## src/rtl/cpu_clock_controller.sv

```systemverilog
// cpu_clock_controller: 50% duty CPU clock from MCLK with run-time divide ratio.
// Define CPU_CLOCK_STEP_EN to enable counted single-step runs from STOPPED.
module cpu_clock_controller #(
  parameter int DIV_WIDTH = 16,
  parameter logic [DIV_WIDTH-1:0] DEFAULT_DIV = '0
) (
  input  logic                 MCLK_IN,
  input  logic                 RST_N_IN,
  input  logic [DIV_WIDTH-1:0] DIV_IN,
  input  logic                 DIV_WR_IN,
  output logic                 DIV_BUSY_OUT,
  output logic [DIV_WIDTH-1:0] CUR_DIV_OUT,
  input  logic                 RUN_IN,
  input  logic                 STEP_IN,
  input  logic [7:0]           STEP_COUNT_IN,
  output logic                 CPUCLK_OUT,
  output logic                 CPUCLK_RISE_OUT,
  output logic                 CPUCLK_FALL_OUT,
  output logic                 STOPPED_OUT
);

  typedef enum logic [1:0] {
    ST_STOPPED,
    ST_HIGH,
    ST_LOW
  } state_t;

  state_t               state_q, state_d;
  logic [DIV_WIDTH-1:0] cnt_q, cnt_d;
  logic [DIV_WIDTH-1:0] cur_q, cur_d;
  logic [DIV_WIDTH-1:0] pend_q, pend_d;
  logic                 busy_q, busy_d;
  logic                 clk_q, clk_d;
  logic                 rise_q, rise_d;
  logic                 fall_q, fall_d;
  logic [7:0]           step_q, step_d;
  logic [DIV_WIDTH-1:0] eff_div;
  logic                 go;
  logic                 apply;

`ifndef CPU_CLOCK_STEP_EN
  logic unused_step;
  assign unused_step = ^{STEP_IN, STEP_COUNT_IN};
`endif

  always_ff @(posedge MCLK_IN) begin
    if (!RST_N_IN) begin
      state_q <= ST_STOPPED;
      cnt_q   <= '0;
      cur_q   <= DEFAULT_DIV;
      pend_q  <= '0;
      busy_q  <= 1'b0;
      clk_q   <= 1'b0;
      rise_q  <= 1'b0;
      fall_q  <= 1'b0;
      step_q  <= '0;
    end else begin
      state_q <= state_d;
      cnt_q   <= cnt_d;
      cur_q   <= cur_d;
      pend_q  <= pend_d;
      busy_q  <= busy_d;
      clk_q   <= clk_d;
      rise_q  <= rise_d;
      fall_q  <= fall_d;
      step_q  <= step_d;
    end
  end

  always_comb begin
    state_d = state_q;
    cnt_d   = cnt_q;
    cur_d   = cur_q;
    pend_d  = pend_q;
    busy_d  = busy_q;
    clk_d   = clk_q;
    rise_d  = 1'b0;
    fall_d  = 1'b0;
    step_d  = step_q;
    apply   = 1'b0;
    go      = RUN_IN || (step_q != '0);
    // a new period starts with the ratio that is being applied right now
    eff_div = busy_q ? pend_q : cur_q;

    unique case (state_q)
      ST_STOPPED: begin
        apply = 1'b1;
        clk_d = 1'b0;
        if (go) begin
          state_d = ST_HIGH;
          clk_d   = 1'b1;
          rise_d  = 1'b1;
          cnt_d   = eff_div;
        end
      end
      ST_HIGH: begin
        if (cnt_q != '0) begin
          cnt_d = cnt_q - 1'b1;
        end else begin
          state_d = ST_LOW;
          clk_d   = 1'b0;
          fall_d  = 1'b1;
          cnt_d   = cur_q;
        end
      end
      ST_LOW: begin
        if (cnt_q != '0) begin
          cnt_d = cnt_q - 1'b1;
        end else begin
          apply = 1'b1;
          if (go) begin
            state_d = ST_HIGH;
            clk_d   = 1'b1;
            rise_d  = 1'b1;
            cnt_d   = eff_div;
          end else begin
            state_d = ST_STOPPED;
          end
        end
      end
      default: begin
        state_d = ST_STOPPED;
        clk_d   = 1'b0;
      end
    endcase

    if (apply && busy_q) begin
      cur_d  = pend_q;
      busy_d = 1'b0;
    end
    if (DIV_WR_IN) begin
      pend_d = DIV_IN;
      busy_d = 1'b1;
    end

`ifdef CPU_CLOCK_STEP_EN
    if (rise_d && step_q != '0) begin
      step_d = step_q - 8'd1;
    end else if (state_q == ST_STOPPED && !RUN_IN && STEP_IN &&
                 STEP_COUNT_IN != '0 && step_q == '0) begin
      step_d = STEP_COUNT_IN;
    end
`else
    step_d = '0;
`endif
  end

  assign CPUCLK_OUT      = clk_q;
  assign CPUCLK_RISE_OUT = rise_q;
  assign CPUCLK_FALL_OUT = fall_q;
  assign STOPPED_OUT     = (state_q == ST_STOPPED);
  assign DIV_BUSY_OUT    = busy_q;
  assign CUR_DIV_OUT     = cur_q;

endmodule

```

## config.mk

```make
export PLATFORM = sky130hd
export DESIGN_NAME = cpu_clock_controller
export DESIGN_NICKNAME = d
export VERILOG_FILES = /design/src/rtl/cpu_clock_controller.sv
export SDC_FILE = /design/constraint.sdc
export NUM_CORES = 1
export LEC_CHECK = 0
export CORE_MARGIN = 10
export CORE_UTILIZATION = 43
export DETAILED_ROUTE_END_ITERATION = 16
export GPL_TIMING_DRIVEN = 0
export HOLD_SLACK_MARGIN = 0.02
export PLACE_DENSITY = 0.67
export SLEW_MARGIN = 20
export SYNTH_ARGS = -nofsm -noshare
export SYNTH_HDL_FRONTEND = slang
export SYNTH_SLANG_ARGS = --single-unit
```

## constraint.sdc

```tcl
create_clock -name MCLK_IN -period 5 [get_ports MCLK_IN]
set_input_delay 1 -clock MCLK_IN [delete_from_list [all_inputs] [get_ports MCLK_IN]]
set_output_delay 1 -clock MCLK_IN [all_outputs]
set_load 0.005 [all_outputs]
```

==> flow_summary_export.csv, run 1 <==
group,metric,value,unit
critical_path,path_cells,"clkdlybuf4s50_1 -> clkbuf_1 -> clkbuf_1 -> nor2_1 -> a211oi_1 -> a21oi_1 -> o22ai_1",
floorplanning,start_util,0.442,
final_layout,num-fill-cells,673,
clock_tree,tritoncts,"done",
hold_path,min_path_type,"reg2reg",
drt,drtPass1Iterations,5,
clock_tree,cts_resized,0,
clock_tree,cts_max_level,2,
final_layout,multi_input_area,1770,um^2
clock_tree,clkTransAtPathRegs,0.10,ns
timing,fin_worst_skew,0.00318,ns
critical_path,cp_max_fo,10,
drt,wl_per_cell,16.9,um
timing,hold_viol,0,
yosys,synth_edf_count,0,
timing,period_needed,2.65,ns
drt,dr.first_iter.drc_count,233,
critical_path,worstSetupPathType,"in2reg",
floorplanning,dieArea,10700,um^2
yosys,synth_ff_type,"dfxtp_1",
yosys,ys_ff_latch,54,
timing,period_share,0.529,
drt,wl,8550,um
final_layout,antennaDiodeCount,0,
critical_path,cp_slowest_cell,"clkdlybuf4s50_1",
timing,grt_setup_unrepaired,"false",
drt,drc,0,
global_routing,grt_usage,0.152,
critical_path,crit_path_start_kind,"primary input",
clock_tree,cts.sinks,54,
placement,preCtsSetupSlack,2.11,ns
yosys,postSynthAreaPerCell,8.27,um^2
final_layout,register_area,1080,um^2
timing,finalWorstSetupSlack,2.35,ns
drt,postRouteAntennaNets,0,
timing,tns,0,ns
floorplanning,io_pins,50,
timing,slew_violations,0,
global_routing,grt_pass1_wl,13900,um
floorplanning,rows,30,
critical_path,critPathMostFrequentCell,"clkbuf_1",
yosys,synth-async-reset-ratio,0,
final_layout,layout_common_cells,"54 x dfxtp_1, 43 x nand2_1, 38 x clkdlybuf4s50_1",
placement,dp_hpwl,6390,um
yosys,synth_cells,363,
flow_run,maxCapViolCount,0,
drt,via_per_inst,5.58,
clock_tree,numCtsBuffers,5,
yosys,netlist_area,3000,um^2
clock_tree,clk_path_buf_depth,2,
global_routing,antenna_found_initial,0,
timing,clock.fmax,378,MHz
critical_path,crit_arrival,2.87,ns
critical_path,worstPathRequired,5.23,ns
floorplanning,fp.dieH,104,um
global_routing,grt_max_degree,17,
timing,worst_slew_pin_slew,0.680,ns
pwr,cellPowerDensity,299,nW/um^2
timing,max-slew-margin-rel,0.546,
yosys,yosysWarnings,0,
placement,gp_congestion,0.961,
pwr,max-vdd-ir-drop,146,uV
drt,dr_total_vias,2817,
clock_tree,ctsHoldBuffers,0,
clock_tree,cts_setup_buffers,0,
final_layout,final_common_cell,"dfxtp_1",
final_layout,syn2layout_area_growth,20.4,%
pwr,leakage,1.32,nW
final_layout,drive_above_1_share,0.0440,
placement,port_buffers,38,
yosys,yosysSeqAreaShare,0.360,
outcome,status,"finished, final reports clean",
final_layout,nets,443,
yosys,synth_cell_types,47,
yosys,syn-num-nets,398,
clock_tree,clock_latency,0.32,ns
critical_path,end_kind,"register",
floorplanning,die_w,104,um
clock_tree,clk_root_buffer_cell,"clkbuf_8",
critical_path,critPathMaxStageDelay,0.47,ns
timing,setup_viol,0,
floorplanning,core-area,6790,um^2
global_routing,grt_pass1_vias,2680,
global_routing,grt-ovfl-total,0,
-- layer usage --
layer / vias up / GRT usage / part of all wire
met3: 11 / 0.0279 / 0.055
met5: - / 0 / 0
li1: 1385 / - / -
met1: 1314 / 0.200 / 0.46
met4: 0 / 0.0534 / 0.017
met2: 107 / 0.241 / 0.46
-- path summary, 6_finish.rpt --
kind	start	endpoint	slack (ns)	cells past startpoint
setup / recovery	RUN_IN	cnt_q[11]	2.35	7
hold / removal	pend_q[9]	CUR_DIV_OUT[9]	0.48	2
setup reg to reg	cnt_q[0]	cnt_q[0]	2.37	9
hold reg to reg	pend_q[9]	CUR_DIV_OUT[9]	0.48	2
-- cells by family (layout without fill, tap and decap cells) --
family,Yosys count,after routing,share of synthesized area
AND/OR/NAND/NOR,123,123,0.206
XOR/XNOR,5,5,0.0146
flip-flops,54,54,0.360
AO/OA/AOI/OAI,107,107,0.239
multiplexers,32,32,0.107
adder cells (fa/ha/maj),6,6,0.0250
buffers and inverters,36,82,0.0488
-- synth_stat cells (all sizes together), types with 3 or more instances --
cell type / n / area share
dfxtp: 54 / 0.36
nor2: 28 / 0.036
nand2b: 4 / 0.0083
o21a: 3 / 0.0075
nor3: 5 / 0.0083
xnor2: 3 / 0.0088
a22o: 7 / 0.020
a211oi: 16 / 0.040
a21boi: 18 / 0.045
inv: 7 / 0.0088
a221oi: 3 / 0.0088
o21ai: 18 / 0.030
ha: 6 / 0.025
o211ai: 5 / 0.013
nor4: 7 / 0.020
nor2b: 19 / 0.040
nand2: 43 / 0.054
nand3: 3 / 0.0050
mux2i: 32 / 0.11
and3: 3 / 0.0063
buf: 9 / 0.015
a21oi: 26 / 0.043
clkbuf: 20 / 0.025
-- sequential cells by signal, summed over array words and instances, names as in the netlist --
name	cells
CPUCLK_OUT	1
CUR_DIV_OUT	16
CPUCLK_RISE_OUT	1
cnt_q	16
DIV_BUSY_OUT	1
state_q	2
pend_q	16
CPUCLK_FALL_OUT	1
-- where the power goes --
group / total (mW) / switching (mW) / internal, mW
Clock: 0.304 / 0.154 / 0.150
Sequential: 0.485 / 0.0282 / 0.457
Combinational: 0.291 / 0.164 / 0.127
-- layout make-up --
| cell class | count | share of cell area |
|---|---|---|
| multi-input combinational | 273 | 0.491 |
| tap | 96 | 0.0333 |
| buffer | 29 | 0.0333 |
| timing repair buffer | 38 | 0.105 |
| sequential | 54 | 0.299 |
| inverter | 7 | 0.00728 |
| clock inverter | 2 | 0.0104 |
| clock buffer | 6 | 0.0201 |
-- worst max-delay path, delay by kind of cell --
kind / cells / cell delay [ns]
buffers and inverters: 3 / 1.28
AOI/OAI and AO/OA: 3 / 0.51
and+or+nand+nor: 1 / 0.08
-- metrics by stage --
step | total power [mW] | instance area, um^2 | instances | hold WS (ns) | utilization
6_report | 1.08 | 3610 | 505 | 0.483 | 0.531
5_1_grt | 1.13 | 3610 | 505 | 0.520 | 0.531
4_1_cts | 1.08 | 3610 | 505 | 0.487 | 0.531
3_3_place_gp | 0.777 | 3500 | 497 | 0.459 | 0.515
2_1_floorplan | 0.691 | 3000 | 363 | 0.443 | -
3_5_place_dp | 0.780 | 3500 | 497 | 0.472 | 0.515
Note: power is estimated with default switching activity, not from simulation.
==> run 2: changes to the inputs <==
--- a/config.mk
+++ b/config.mk
@@ -10,7 +10,7 @@
 export DETAILED_ROUTE_END_ITERATION = 16
 export GPL_TIMING_DRIVEN = 0
 export HOLD_SLACK_MARGIN = 0.02
-export PLACE_DENSITY = 0.67
+export PLACE_DENSITY = 0.69
 export SLEW_MARGIN = 20
 export SYNTH_ARGS = -nofsm -noshare
 export SYNTH_HDL_FRONTEND = slang
==> constraint.sdc (replaced) <==
create_clock -name MCLK_IN -period 2.2 [get_ports MCLK_IN]
set_input_delay 0.44 -clock MCLK_IN [delete_from_list [all_inputs] [get_ports MCLK_IN]]
set_output_delay 0.44 -clock MCLK_IN [all_outputs]
set_load 0.005 [all_outputs]
==> run 2 against run 1 <==
  * The flow now finishes with violations (setup timing)
  * Combinational power grew to 2.9 times the previous value
  * Final cell count grew 2.2%
  * Register-to-register slack lost 2.4 ns
  * Sequential cell count is the same
  * Sequential share of layout area shrank 2.2 points
  * Utilization grew 4.8 points
  * First-iteration DRC count grew 18%
  * Largest power group unchanged
  * Critical path depth grew 1
  * Power grew 150%
==> flow_summary_export.csv, run 2 (synthesis results as in run 1) <==
group,metric,value,unit
critical_path,end_kind,"register",
timing,period_share,1.02,
timing,hold_viol,0,
clock_tree,cts_max_level,2,
hold_path,min_path_type,"reg2reg",
timing,period_needed,2.24,ns
floorplanning,die_w,104,um
critical_path,critPathMostFrequentCell,"a21oi_1",
clock_tree,numCtsBuffers,5,
global_routing,grt_usage,0.151,
timing,hold_ws,0.479,ns
clock_tree,clock_latency,0.32,ns
timing,setup_viol,6,
final_layout,finalNonFillerCells,516,
clock_tree,ctsHoldBuffers,0,
final_layout,drive_above_1_share,0.162,
drt,wl_per_cell,17.8,um
drt,dr.first_iter.drc_count,276,
floorplanning,io_pins,50,
global_routing,grt_pass1_vias,2612,
drt,postRouteAntennaNets,0,
clock_tree,clkTransAtPathRegs,0.11,ns
drt,drc,0,
final_layout,num-fill-cells,626,
final_layout,multi_input_area,1920,um^2
critical_path,worstSetupPathType,"reg2reg",
placement,port_buffers,38,
flow_run,maxCapViolCount,0,
floorplanning,core-area,6790,um^2
timing,worst_slew_pin_slew,0.686,ns
placement,dp.cells,497,
timing,grt_setup_unrepaired,"true",
final_layout,final_common_cell,"dfxtp_1",
clock_tree,clk_root_buffer_cell,"clkbuf_8",
critical_path,worstPathRequired,2.40,ns
drt,dr_total_vias,2929,
timing,fin_worst_skew,0.00720,ns
global_routing,grt_pass1_wl,13800,um
critical_path,crit_path_start_kind,"register",
final_layout,register_area,1090,um^2
drt,drtPass1Iterations,6,
critical_path,crit_arrival,2.44,ns
global_routing,grt_max_degree,19,
critical_path,critPathMaxStageDelay,0.55,ns
floorplanning,start_util,0.442,
critical_path,cp_slowest_cell,"or4_4",
critical_path,cp_max_fo,10,
pwr,cellPowerDensity,675,nW/um^2
floorplanning,fp.dieH,104,um
timing,finalWorstSetupSlack,-0.0427,ns
global_routing,grt-ovfl-total,0,
global_routing,antenna_found_initial,0,
clock_tree,clk_path_buf_depth,2,
timing,slew_violations,0,
final_layout,layout_common_cells,"49 x dfxtp_1, 40 x nand2_1, 38 x clkdlybuf4s50_1",
pwr,max-vdd-ir-drop,342,uV
timing,max-slew-margin-rel,0.543,
outcome,violations,"setup timing",
final_layout,antennaDiodeCount,0,
drt,wl,9180,um
floorplanning,dieArea,10700,um^2
clock_tree,tritoncts,"done",
clock_tree,cts.sinks,54,
final_layout,syn2layout_area_growth,31.2,%
placement,gp_congestion,0.946,
pwr,leakage,1.44,nW
floorplanning,rows,30,
final_layout,nets,454,
timing,clock.fmax,446,MHz
drt,via_per_inst,5.68,
placement,dp_hpwl,6320,um
critical_path,path_cells,"or4_4 -> nor4_4 -> buf_6 -> buf_8 -> nor2_4 -> a22o_1 -> a21oi_1 -> a21oi_1",
outcome,status,"finished with violations",
pwr,fin_total_pwr,2.66,mW
timing,tns,-0.172,ns
-- run 2: cell types whose count changed in the layout (fill, tap and decap cells not counted), moves of 4 or more --
cell	delta
a21boi_0	-5
buf_6	+5
a211oi_2	+5
a21oi_1	-7
a21boi_1	+4
a21oi_2	+6
clkbuf_1	-4
dfxtp_1	-5
buf_4	+12
buf_2	-6
a211oi_1	-5
-- run 2: power by group --
group | total (mW) | switching (mW) | internal, mW
clock | 0.711 | 0.365 | 0.346
combinational | 0.832 | 0.439 | 0.393
sequential | 1.11 | 0.0742 | 1.04
-- run 2: layer usage --
layer | wire, um | vias up | track usage
met3 | 492 | 18 | 0.0248
li1 | - | 1411 | -
met2 | 4400 | 124 | 0.236
met5 | 0 | - | 0
met1 | 4100 | 1376 | 0.201
met4 | 187 | 0 | 0.0615
-- run 2: stage by stage --
step	util	area [um^2]	worst slack [ns]
floorplan	-	3000	0.0304
global placement	0.515	3500	-0.321
detailed placement	0.515	3500	-0.351
CTS	0.547	3720	0.0000386
global route	0.580	3940	-0.119
finish	0.580	3940	-0.0427
-- run 2: critical path: cells and delay by family (launching register included) --
kind,cells,cell delay (ns)
AOI/OAI and AO/OA,3,0.49
and+or+nand+nor,3,0.93
DFF,1,0.37
buffers and inverters,2,0.33
-- run 2: timing repair --
| item | 4_1_cts | 5_1_grt |
|---|---|---|
| gates cloned | 0 | 3 |
| setup buffers | 8 | 4 |
| pin swaps | 4 | 16 |
| resized for setup | 20 | 50 |
| setup endpoints to repair | 34 | 29 |
-- run 2: worst paths after layout --
kind	start	to	slack (ns)	depth (start not counted)
hold / removal	pend_q[5]	CUR_DIV_OUT[5]	0.48	2
setup reg to reg	cnt_q[7]	cnt_q[0]	-0.04	8
setup / recovery	cnt_q[7]	cnt_q[0]	-0.04	8
hold reg to reg	pend_q[5]	CUR_DIV_OUT[5]	0.48	2
-- run 2: area by class of cell --
cell class,count,area share
multi-input cells,273,0.487
well taps,96,0.0305
inverters,7,0.00731
repair buffers,53,0.133
flip-flops and latches,54,0.277
clock inverters,3,0.0121
plain buffers,25,0.0346
clock buffers,5,0.0175
